### config.mk
export PLATFORM = sky130hd
export DESIGN_NAME = conv_weight_buffer
export DESIGN_NICKNAME = d
export VERILOG_FILES = /design/src/rtl/conv_weight_buffer.sv
export SDC_FILE = /design/constraint.sdc
export NUM_CORES = 1
export LEC_CHECK = 0
export ABC_AREA = 1
export CORE_ASPECT_RATIO = 0.8
export CORE_MARGIN = 8
export CORE_UTILIZATION = 45
export DETAILED_ROUTE_END_ITERATION = 6
export PLACE_DENSITY_LB_ADDON = 0.1
export SKIP_LAST_GASP = 1
export SLEW_MARGIN = 20
export SYNTH_ARGS = -nofsm -noshare
export SYNTH_HDL_FRONTEND = slang
export SYNTH_SLANG_ARGS = --single-unit
### constraint.sdc
create_clock -name clk -period 3.05 [get_ports clk]
set_clock_uncertainty 0.05 [all_clocks]
set_input_delay 0.61 -clock clk [delete_from_list [all_inputs] [get_ports clk]]
set_output_delay 0.61 -clock clk [all_outputs]
set_load 0.01 [all_outputs]
### src/rtl/conv_weight_buffer.sv
// Writable multi-kernel weight/bias store streaming one set per pass to the PE array.
// Optional stored even parity per word when WEIGHT_PARITY_EN is defined.
module conv_weight_buffer #(
   parameter int WIDTH       = 32,
   parameter int KERNEL_SIZE = 3,
   parameter int KERNEL_NUM  = 4,
   parameter int ADDR_WIDTH  = 6,
   parameter int KSEL_WIDTH  = 2
) (
   input  logic                  clk,
   input  logic                  rst_n,
   input  logic [2:0]            current_state,
   input  logic [KSEL_WIDTH-1:0] kernel_sel,
   input  logic                  wr_en,
   input  logic [ADDR_WIDTH-1:0] wr_addr,
   input  logic [WIDTH-1:0]      wr_data,
   output logic [WIDTH-1:0]      o_weight,
   output logic                  o_weight_valid,
   output logic                  o_bias_flag,
   output logic                  o_set_done,
   output logic                  o_parity_err
);

   localparam int SET_WORDS = KERNEL_SIZE * KERNEL_SIZE + 1;
   localparam int DEPTH     = KERNEL_NUM * SET_WORDS;

   localparam logic [ADDR_WIDTH:0]   DEPTH_W  = (ADDR_WIDTH + 1)'(DEPTH);
   localparam logic [KSEL_WIDTH:0]   KNUM_W   = (KSEL_WIDTH + 1)'(KERNEL_NUM);
   localparam logic [KSEL_WIDTH-1:0] KMAX     = KSEL_WIDTH'(KERNEL_NUM - 1);
   localparam logic [ADDR_WIDTH-1:0] SET_W    = ADDR_WIDTH'(SET_WORDS);
   localparam logic [ADDR_WIDTH-1:0] PTR_LAST = ADDR_WIDTH'(SET_WORDS - 1);

   typedef enum logic [2:0] {
      S_INIT    = 3'd0,
      S_PRELOAD = 3'd1,
      S_ROW_0   = 3'd2,
      S_ROW_1   = 3'd3,
      S_ROW_2   = 3'd4,
      S_BIAS    = 3'd5,
      S_LOAD    = 3'd6,
      S_IDLE    = 3'd7
   } state_e;

   state_e st;
   assign st = state_e'(current_state);

   logic [WIDTH-1:0] mem_q [0:DEPTH-1];

   logic [ADDR_WIDTH-1:0] ptr_q, ptr_d;
   logic [ADDR_WIDTH-1:0] base_q, base_d;
   logic [WIDTH-1:0]      weight_q, weight_d;
   logic                  valid_q, valid_d;
   logic                  bias_q, bias_d;
   logic                  done_q, done_d;

   logic [KSEL_WIDTH-1:0] ksel_c;
   logic [ADDR_WIDTH-1:0] ksel_base;
   logic [ADDR_WIDTH-1:0] rd_addr;
   logic [WIDTH-1:0]      rd_word;
   logic                  wr_ok;
   logic                  fetch;
   logic                  load_entry;
   logic                  rd_bad;

   assign ksel_c    = ({1'b0, kernel_sel} >= KNUM_W) ? KMAX : kernel_sel;
   assign ksel_base = ADDR_WIDTH'(ksel_c) * SET_W;
   assign rd_addr   = base_q + ptr_q;
   assign rd_word   = mem_q[rd_addr];
   assign wr_ok     = wr_en && ({1'b0, wr_addr} < DEPTH_W);

   // Storage is deliberately outside the reset domain so weights survive rst_n.
   always_ff @(posedge clk) begin
      if (wr_ok) begin
         mem_q[wr_addr] <= wr_data;
      end
   end

`ifdef WEIGHT_PARITY_EN
   logic par_q [0:DEPTH-1];
   logic perr_q, perr_d;

   always_ff @(posedge clk) begin
      if (wr_ok) begin
         par_q[wr_addr] <= ^wr_data;
      end
   end

   assign rd_bad = par_q[rd_addr] != (^rd_word);

   always_comb begin
      perr_d = perr_q;
      if (load_entry) begin
         perr_d = 1'b0;
      end else if (fetch && rd_bad) begin
         perr_d = 1'b1;
      end
   end

   always_ff @(posedge clk or negedge rst_n) begin
      if (!rst_n) begin
         perr_q <= 1'b0;
      end else begin
         perr_q <= perr_d;
      end
   end

   assign o_parity_err = perr_q;
`else
   assign rd_bad       = 1'b0;
   assign o_parity_err = 1'b0;
`endif

   always_comb begin
      ptr_d      = ptr_q;
      base_d     = base_q;
      weight_d   = '0;
      valid_d    = 1'b0;
      bias_d     = 1'b0;
      done_d     = 1'b0;
      fetch      = 1'b0;
      load_entry = 1'b0;
      case (st)
         S_PRELOAD: begin
            ptr_d  = '0;
            base_d = ksel_base;
         end
         S_LOAD: begin
            ptr_d      = '0;
            base_d     = ksel_base;
            load_entry = 1'b1;
         end
         S_ROW_0, S_ROW_1, S_ROW_2, S_BIAS: begin
            fetch    = 1'b1;
            weight_d = rd_word;
            valid_d  = 1'b1;
            if (ptr_q == PTR_LAST) begin
               ptr_d  = '0;
               bias_d = 1'b1;
               done_d = 1'b1;
            end else begin
               ptr_d = ptr_q + 1'b1;
            end
         end
         default: begin
         end
      endcase
   end

   always_ff @(posedge clk or negedge rst_n) begin
      if (!rst_n) begin
         ptr_q    <= '0;
         base_q   <= '0;
         weight_q <= '0;
         valid_q  <= 1'b0;
         bias_q   <= 1'b0;
         done_q   <= 1'b0;
      end else begin
         ptr_q    <= ptr_d;
         base_q   <= base_d;
         weight_q <= weight_d;
         valid_q  <= valid_d;
         bias_q   <= bias_d;
         done_q   <= done_d;
      end
   end

   assign o_weight       = weight_q;
   assign o_weight_valid = valid_q;
   assign o_bias_flag    = bias_q;
   assign o_set_done     = done_q;

endmodule

# Word level (Yosys, flattened, before mapping)
# Memories as Yosys holds them, arrays and structs flattened.
# Cells that the tools add are included.
# totals
latch_bits,0
word_cells,29
mem_bits_ro,0
ff_bits,45
mem_count,1
mem_bits_rw,1280
input_bits,46
# op_classes
muxes,8
bitwise_logic,0
addsub,2
div,0
order_cmp,1
mul,1
reduce_logical,4
n_shift,0
eq_ne,7
# mem_list
memory,words,width,read_ports,rd_ports_with_merged_regs,wr,line,text
mem_q,40,32,1,0,1,47,logic [WIDTH-1:0] mem_q [0:DEPTH-1];
# op_table
operator,n
2-to-1 mux 32 bit,1
case mux 6 bit (2 select lines),1
equality test 3 bit (second input constant),3
adder 6 x 1 -> 6 bit (second input constant),1
adder 6 bit,1
equality test 3 x 2 -> 1 bit (second input constant),2
equality test 6 x 4 -> 1 bit (second input constant),1
less-than comparator 6 bit (second input constant),1
2-to-1 mux 6 bit,1
multiplier 2 x 3 -> 5 bit (second input constant),1
2-to-1 mux 1 bit,5
OR reduction 4 bit,1
equality test 3 x 1 -> 1 bit (second input constant),1
nonzero test 2 bit,1
OR reduction 2 bit,1
logical AND 1 bit,1

# Depth between registers and ports, before layout
# depth
ltp_word,4
ltp_mapped,14
mapped_depth_nobuf,10

# Worst setup path after synthesis
# OpenSTA, ideal clock, no wires.
# synth_timing
path_type,in2reg
start,input wr_addr[4]
end,memory mem_q[0][0] (enable)
required_ns,2.579
path_slack_ns,0.000
setup_ns,0.421
path_buffers,0
t_arrival_ns,2.579
stages,4
cell_sequence,nor2_1 > o21a_1 > nand4_1 > nor2_1
# synth_via
elab_chain_len,4
# synth_rtl
item,line,text
start: declaration,15,"input logic [ADDR_WIDTH-1:0] wr_addr,"
less-than comparator 6 bit,69,"assign wr_ok = wr_en && ({1'b0, wr_addr} < DEPTH_W);"
logical AND 1 bit,69,
2-to-1 mux 1 bit,73,if (wr_ok) begin
2-to-1 mux 1 bit (implied by the code),74,mem_q[wr_addr] <= wr_data;
end: declaration,47,
# Several ways; a longest one is shown, not always the timed one.

# Worst setup path in the final report
# layout_timing
start,register ptr_q[2]
end,register weight_q[22] (netlist: o_weight[22])
# layout_via
elab_chain_len,3
# layout_rtl
item,line,text
start: declaration,49,"logic [ADDR_WIDTH-1:0] ptr_q, ptr_d;"
start signal: assignment,158,ptr_q <= ptr_d;
adder 6 bit,67,assign rd_addr = base_q + ptr_q;
memory (40 x 32 bit),n/a,
2-to-1 mux 32 bit,122,case (st)
via weight_d[22],51,"logic [WIDTH-1:0] weight_q, weight_d;"
end signal: assignment,160,weight_q <= weight_d;
end: declaration,51,
# The timed path passes the listed nets, and every way through them passes these cells.
# A chain may end at the register's enable or synchronous reset.

==> impl_metrics.sql <==
INSERT INTO impl_metrics (metric_group, metric, value, unit) VALUES
('outcome', 'status', 'completed', ''),
('logic_synthesis', 'mappedNetlistNets', '5009', ''),
('placement', 'gp_congestion', '0.783', ''),
('run', 'timing.max_cap.violations', '0', ''),
('sta', 'report.final.hold_viol_count', '0', ''),
('cts', 'clock_path_buffers', '3', ''),
('setup_path', 'critical_path.max_fanout', '34', ''),
('grt', 'largest_net_degree_at_the_start_of_global_routing', '145', ''),
('power_and_ir_drop', 'max-vdd-ir-drop', '1.08', 'mV'),
('final_layout', 'count_of_non_filler_cells_in_the_finished_layout', '6839', ''),
('setup_path', 'critical_path_class', 'flip-flop to flip-flop', ''),
('setup_path', 'worst_setup_path_start_kind', 'flip-flop', ''),
('logic_synthesis', 'syn-instance-count', '4956', ''),
('final_layout', 'layout-area-overhead-vs-synth', '15.5', '%'),
('sta', 'worstMarginPinSlew', '0.809', 'ns'),
('sta', 'setup_tns', '0', 'ns'),
('setup_path', 'worstPathRequired', '3.70', 'ns'),
('placement', 'buffer_ports.inserted', '80', ''),
('sta', 'finalMaxSlewViolations', '0', ''),
('routing', 'drt_wl_total', '170', 'mm'),
('min_path', 'worstHoldPathType', 'primary input to asynchronous set/reset pin', ''),
('cts', 'clock_latency', '0.76', 'ns'),
('logic_synthesis', 'cell_with_the_most_instances_after_synthesis', 'sky130_fd_sc_hd__nand2_1', ''),
('logic_synthesis', 'ys_warn_count', '0', ''),
('logic_synthesis', 'asyncSetResetFlopFracSynth', '3.18', '%'),
('cts', 'cts_inserted_buffers', '135', ''),
('logic_synthesis', 'synth.area.top_cells', 'sky130_fd_sc_hd__edfxtp_1 69%, sky130_fd_sc_hd__nand2_1 11%, sky130_fd_sc_hd__nand3_1 9.0%', ''),
('cts', 'clk_pin_slew', '0.06', 'ns'),
('logic_synthesis', 'ys_top_cells_by_count', '1584 x sky130_fd_sc_hd__nand2_1, 1280 x sky130_fd_sc_hd__edfxtp_1, 997 x sky130_fd_sc_hd__nand3_1', ''),
('routing', 'post_drt_wl_per_cell', '24.9', 'um'),
('logic_synthesis', 'ys_dominant_reg_cell', 'sky130_fd_sc_hd__edfxtp_1', ''),
('logic_synthesis', 'synth.ff_latch_count', '1322', ''),
('setup_path', 'r2r-end', 'o_weight[22]', ''),
('floorplanning', 'start_util', '45.2', '%'),
('routing', 'drtIter0Drc', '4532', ''),
('logic_synthesis', 'synth.lib_cells_used.distinct', '32', ''),
('setup_path', 'r2r_setup_slack', '0.11', 'ns'),
('placement', 'place.detailed.instances', '6600', ''),
('sta', 'fmax', '340', 'MHz'),
('floorplanning', 'dieArea', '0.134', 'sq mm'),
('grt', 'grt_pass1_vias', '34848', ''),
('logic_synthesis', 'synthesis.area_per_instance', '11.2', 'sq um'),
('grt', 'grt_pass1_wl', '247', 'mm'),
('grt', 'grt-ovfl-total', '0', ''),
('setup_path', 'r2r_cells', '10', ''),
('sta', 'layout_worst_path_cycle_share', '96.5', '%'),
('floorplanning', 'rows', '115', ''),
('setup_path', 'arrival', '3.59', 'ns'),
('sta', 'timing.slew.headroom', '46.1', '%'),
('final_layout', 'finish.net_count', '5153', ''),
('routing', 'num_vias', '36649', ''),
('floorplanning', 'die-height', '330', 'um'),
('logic_synthesis', 'synth_seq_area_share', '71.4', '%'),
('logic_synthesis', 'synth-edff-count', '1280', ''),
('final_layout', 'drive_gt1_share', '8.48', '%'),
('final_layout', 'layout.filler_cells', '10698', ''),
('floorplanning', 'die_x', '408', 'um'),
('sta', 'finalCriticalPeriod', '2.94', 'ns'),
('cts', 'tritoncts_num_sinks', '1322', ''),
('cts', 'cts_htree_levels', '4', ''),
('power_and_ir_drop', 'total_leakage_power', '25.1', 'nW'),
('cts', 'ctsRootBufferMaster', 'sky130_fd_sc_hd__clkbuf_16', ''),
('final_layout', 'final_core_utilization', '52.2', '%'),
('grt', 'antenna_found_initial', '2', ''),
('sta', 'grt_setup_unrepaired', 'false', ''),
('sta', 'finalSetupViolCount', '0', ''),
('floorplanning', 'core_area', '0.122', 'sq mm'),
('routing', 'post_drt_via_cell_ratio', '5.36', ''),
('routing', 'drt.antenna.violating_nets', '0', ''),
('power_and_ir_drop', 'power.density_cell_area', '872', 'mW/mm^2'),
('routing', 'detailedRoute.firstPassIterationCount', '6', ''),
('setup_path', 'regToRegStartpoint', 'ptr_q[2]', ''),
('routing', 'drc', '0', ''),
('cts', 'post_cts_resize_count', '0', ''),
('logic_synthesis', 'synth_top_area_cell', 'sky130_fd_sc_hd__edfxtp_1', ''),
('grt', 'grtUsageTotal', '25.0', '%'),
('cts', 'clock_tree_from_tritoncts', 'built', ''),
('logic_synthesis', 'yosys.area.top_type_share', '69.5', '%'),
('floorplanning', 'design.portCount', '82', ''),
('setup_path', 'endpoint_kind', 'flip-flop', ''),
('placement', 'place_hpwl', '93.4', 'mm'),
('logic_synthesis', 'synth.cell_area', '0.0553', 'sq mm');
==> per-stage QoR <==
stage	cell area (sq um)	total power [mW]	setup WS [ns]	hold WS (ns)
detailed placement	59700	40.1	0.0267	0.497
global route	63900	58.4	0.0217	0.322
CTS	63900	56.0	0.133	0.283
global placement	59700	40.2	0.00521	0.500
finish	63900	55.7	0.107	0.336
floorplan	55300	32.6	0.0000431	0.264
==> worst max-delay path: stages, from the launching register on <==
cell,delay (ns)
sky130_fd_sc_hd__dfrtp_1,0.44
sky130_fd_sc_hd__inv_1,0.13
sky130_fd_sc_hd__fa_4,0.54
sky130_fd_sc_hd__xnor2_2,0.34
sky130_fd_sc_hd__clkinv_2,0.44
sky130_fd_sc_hd__buf_12,0.35
sky130_fd_sc_hd__nand3_1,0.17
sky130_fd_sc_hd__nand3_1,0.08
sky130_fd_sc_hd__nand3_1,0.17
sky130_fd_sc_hd__nand2_1,0.07
sky130_fd_sc_hd__inv_1,0.05
==> registers in the layout, indices dropped and copies added, names as in the netlist <==
register / count
mem_q: 1280
ptr_q: 6
o_weight_valid: 1
o_weight: 32
base_q: 2
o_set_done: 1
==> area by class of cell <==
type | instances | area (sq um) | area share [%]
sequential | 1322 | 39500 | 61.8
multi-input combinational | 2792 | 12400 | 19.5
timing repair buffer | 286 | 3620 | 5.67
clock buffer | 190 | 3790 | 5.94
antenna | 1 | 2.50 | 0.00392
inverter | 563 | 2140 | 3.35
tap | 1638 | 2050 | 3.21
clock inverter | 47 | 358 | 0.560
==> report_power, final <==
group / switching (mW) / internal (mW) / leakage (nW) / total, mW
Combinational: 13.3 / 6.02 / 11.0 / 19.3
Clock: 6.87 / 9.06 / 2.04 / 15.9
Sequential: 0.312 / 20.2 / 12.1 / 20.5
==> cell families after synthesis <==
family          Yosys count  synth area share, %
fa+ha+maj                 7                0.172
buf+inv                 842                 6.76
xor+xnor                  6                0.109
simple gates           2670                 20.6
compound gates          108                0.995
other cells               1              0.00678
flops                  1322                 71.4
==> placed cells by master (no fill, tap or decap), types with 2 or more instances in the layout <==
cell type,n
sky130_fd_sc_hd__o21ai_0,3
sky130_fd_sc_hd__xor2_1,2
sky130_fd_sc_hd__buf_4,103
sky130_fd_sc_hd__a21oi_1,98
sky130_fd_sc_hd__clkbuf_16,141
sky130_fd_sc_hd__clkbuf_1,41
sky130_fd_sc_hd__or2_1,31
sky130_fd_sc_hd__ha_1,5
sky130_fd_sc_hd__o22ai_1,4
sky130_fd_sc_hd__clkbuf_8,8
sky130_fd_sc_hd__clkinvlp_4,2
sky130_fd_sc_hd__nand4_1,9
sky130_fd_sc_hd__clkinv_1,16
sky130_fd_sc_hd__inv_2,2
sky130_fd_sc_hd__buf_12,102
sky130_fd_sc_hd__clkinv_2,23
sky130_fd_sc_hd__inv_1,556
sky130_fd_sc_hd__dfrtp_1,41
sky130_fd_sc_hd__bufinv_16,5
sky130_fd_sc_hd__clkdlybuf4s50_1,79
sky130_fd_sc_hd__nor2_4,40
sky130_fd_sc_hd__nand3_1,997
sky130_fd_sc_hd__nand2_1,1583
sky130_fd_sc_hd__edfxtp_1,1280
sky130_fd_sc_hd__inv_6,3
sky130_fd_sc_hd__nand3b_1,2
sky130_fd_sc_hd__nor2_1,5
==> layer usage <==
metal	vias up	track usage (%)	routed length, um
li1	16954	-	-
met2	1501	39.0	77500
met3	229	3.93	13000
met1	17965	36.4	75200
met4	0	7.24	4510
met5	-	0	0
==> how the worst max path moves through the flow <==
stage                          start      endpoint  slack (ns)  cells after the start
after global placement    wr_addr[4]  mem_q[14][4]       0.005                      7
after global routing        ptr_q[2]  o_weight[25]        0.02                     10
after CTS                   ptr_q[2]  o_weight[22]        0.13                     10
after detailed placement  wr_addr[4]  mem_q[14][4]        0.03                      7
final                       ptr_q[2]  o_weight[22]        0.11                     10
after floorplan           wr_addr[4]   mem_q[0][0]     0.00004                      4
==> what timing repair did <==
action	in CTS	in global routing
hold endpoints to repair	11	0
buffers inserted	0	0
hold buffers	1	0
endpoints found under the setup margin	0	0
(Power assumes the default switching activity.)
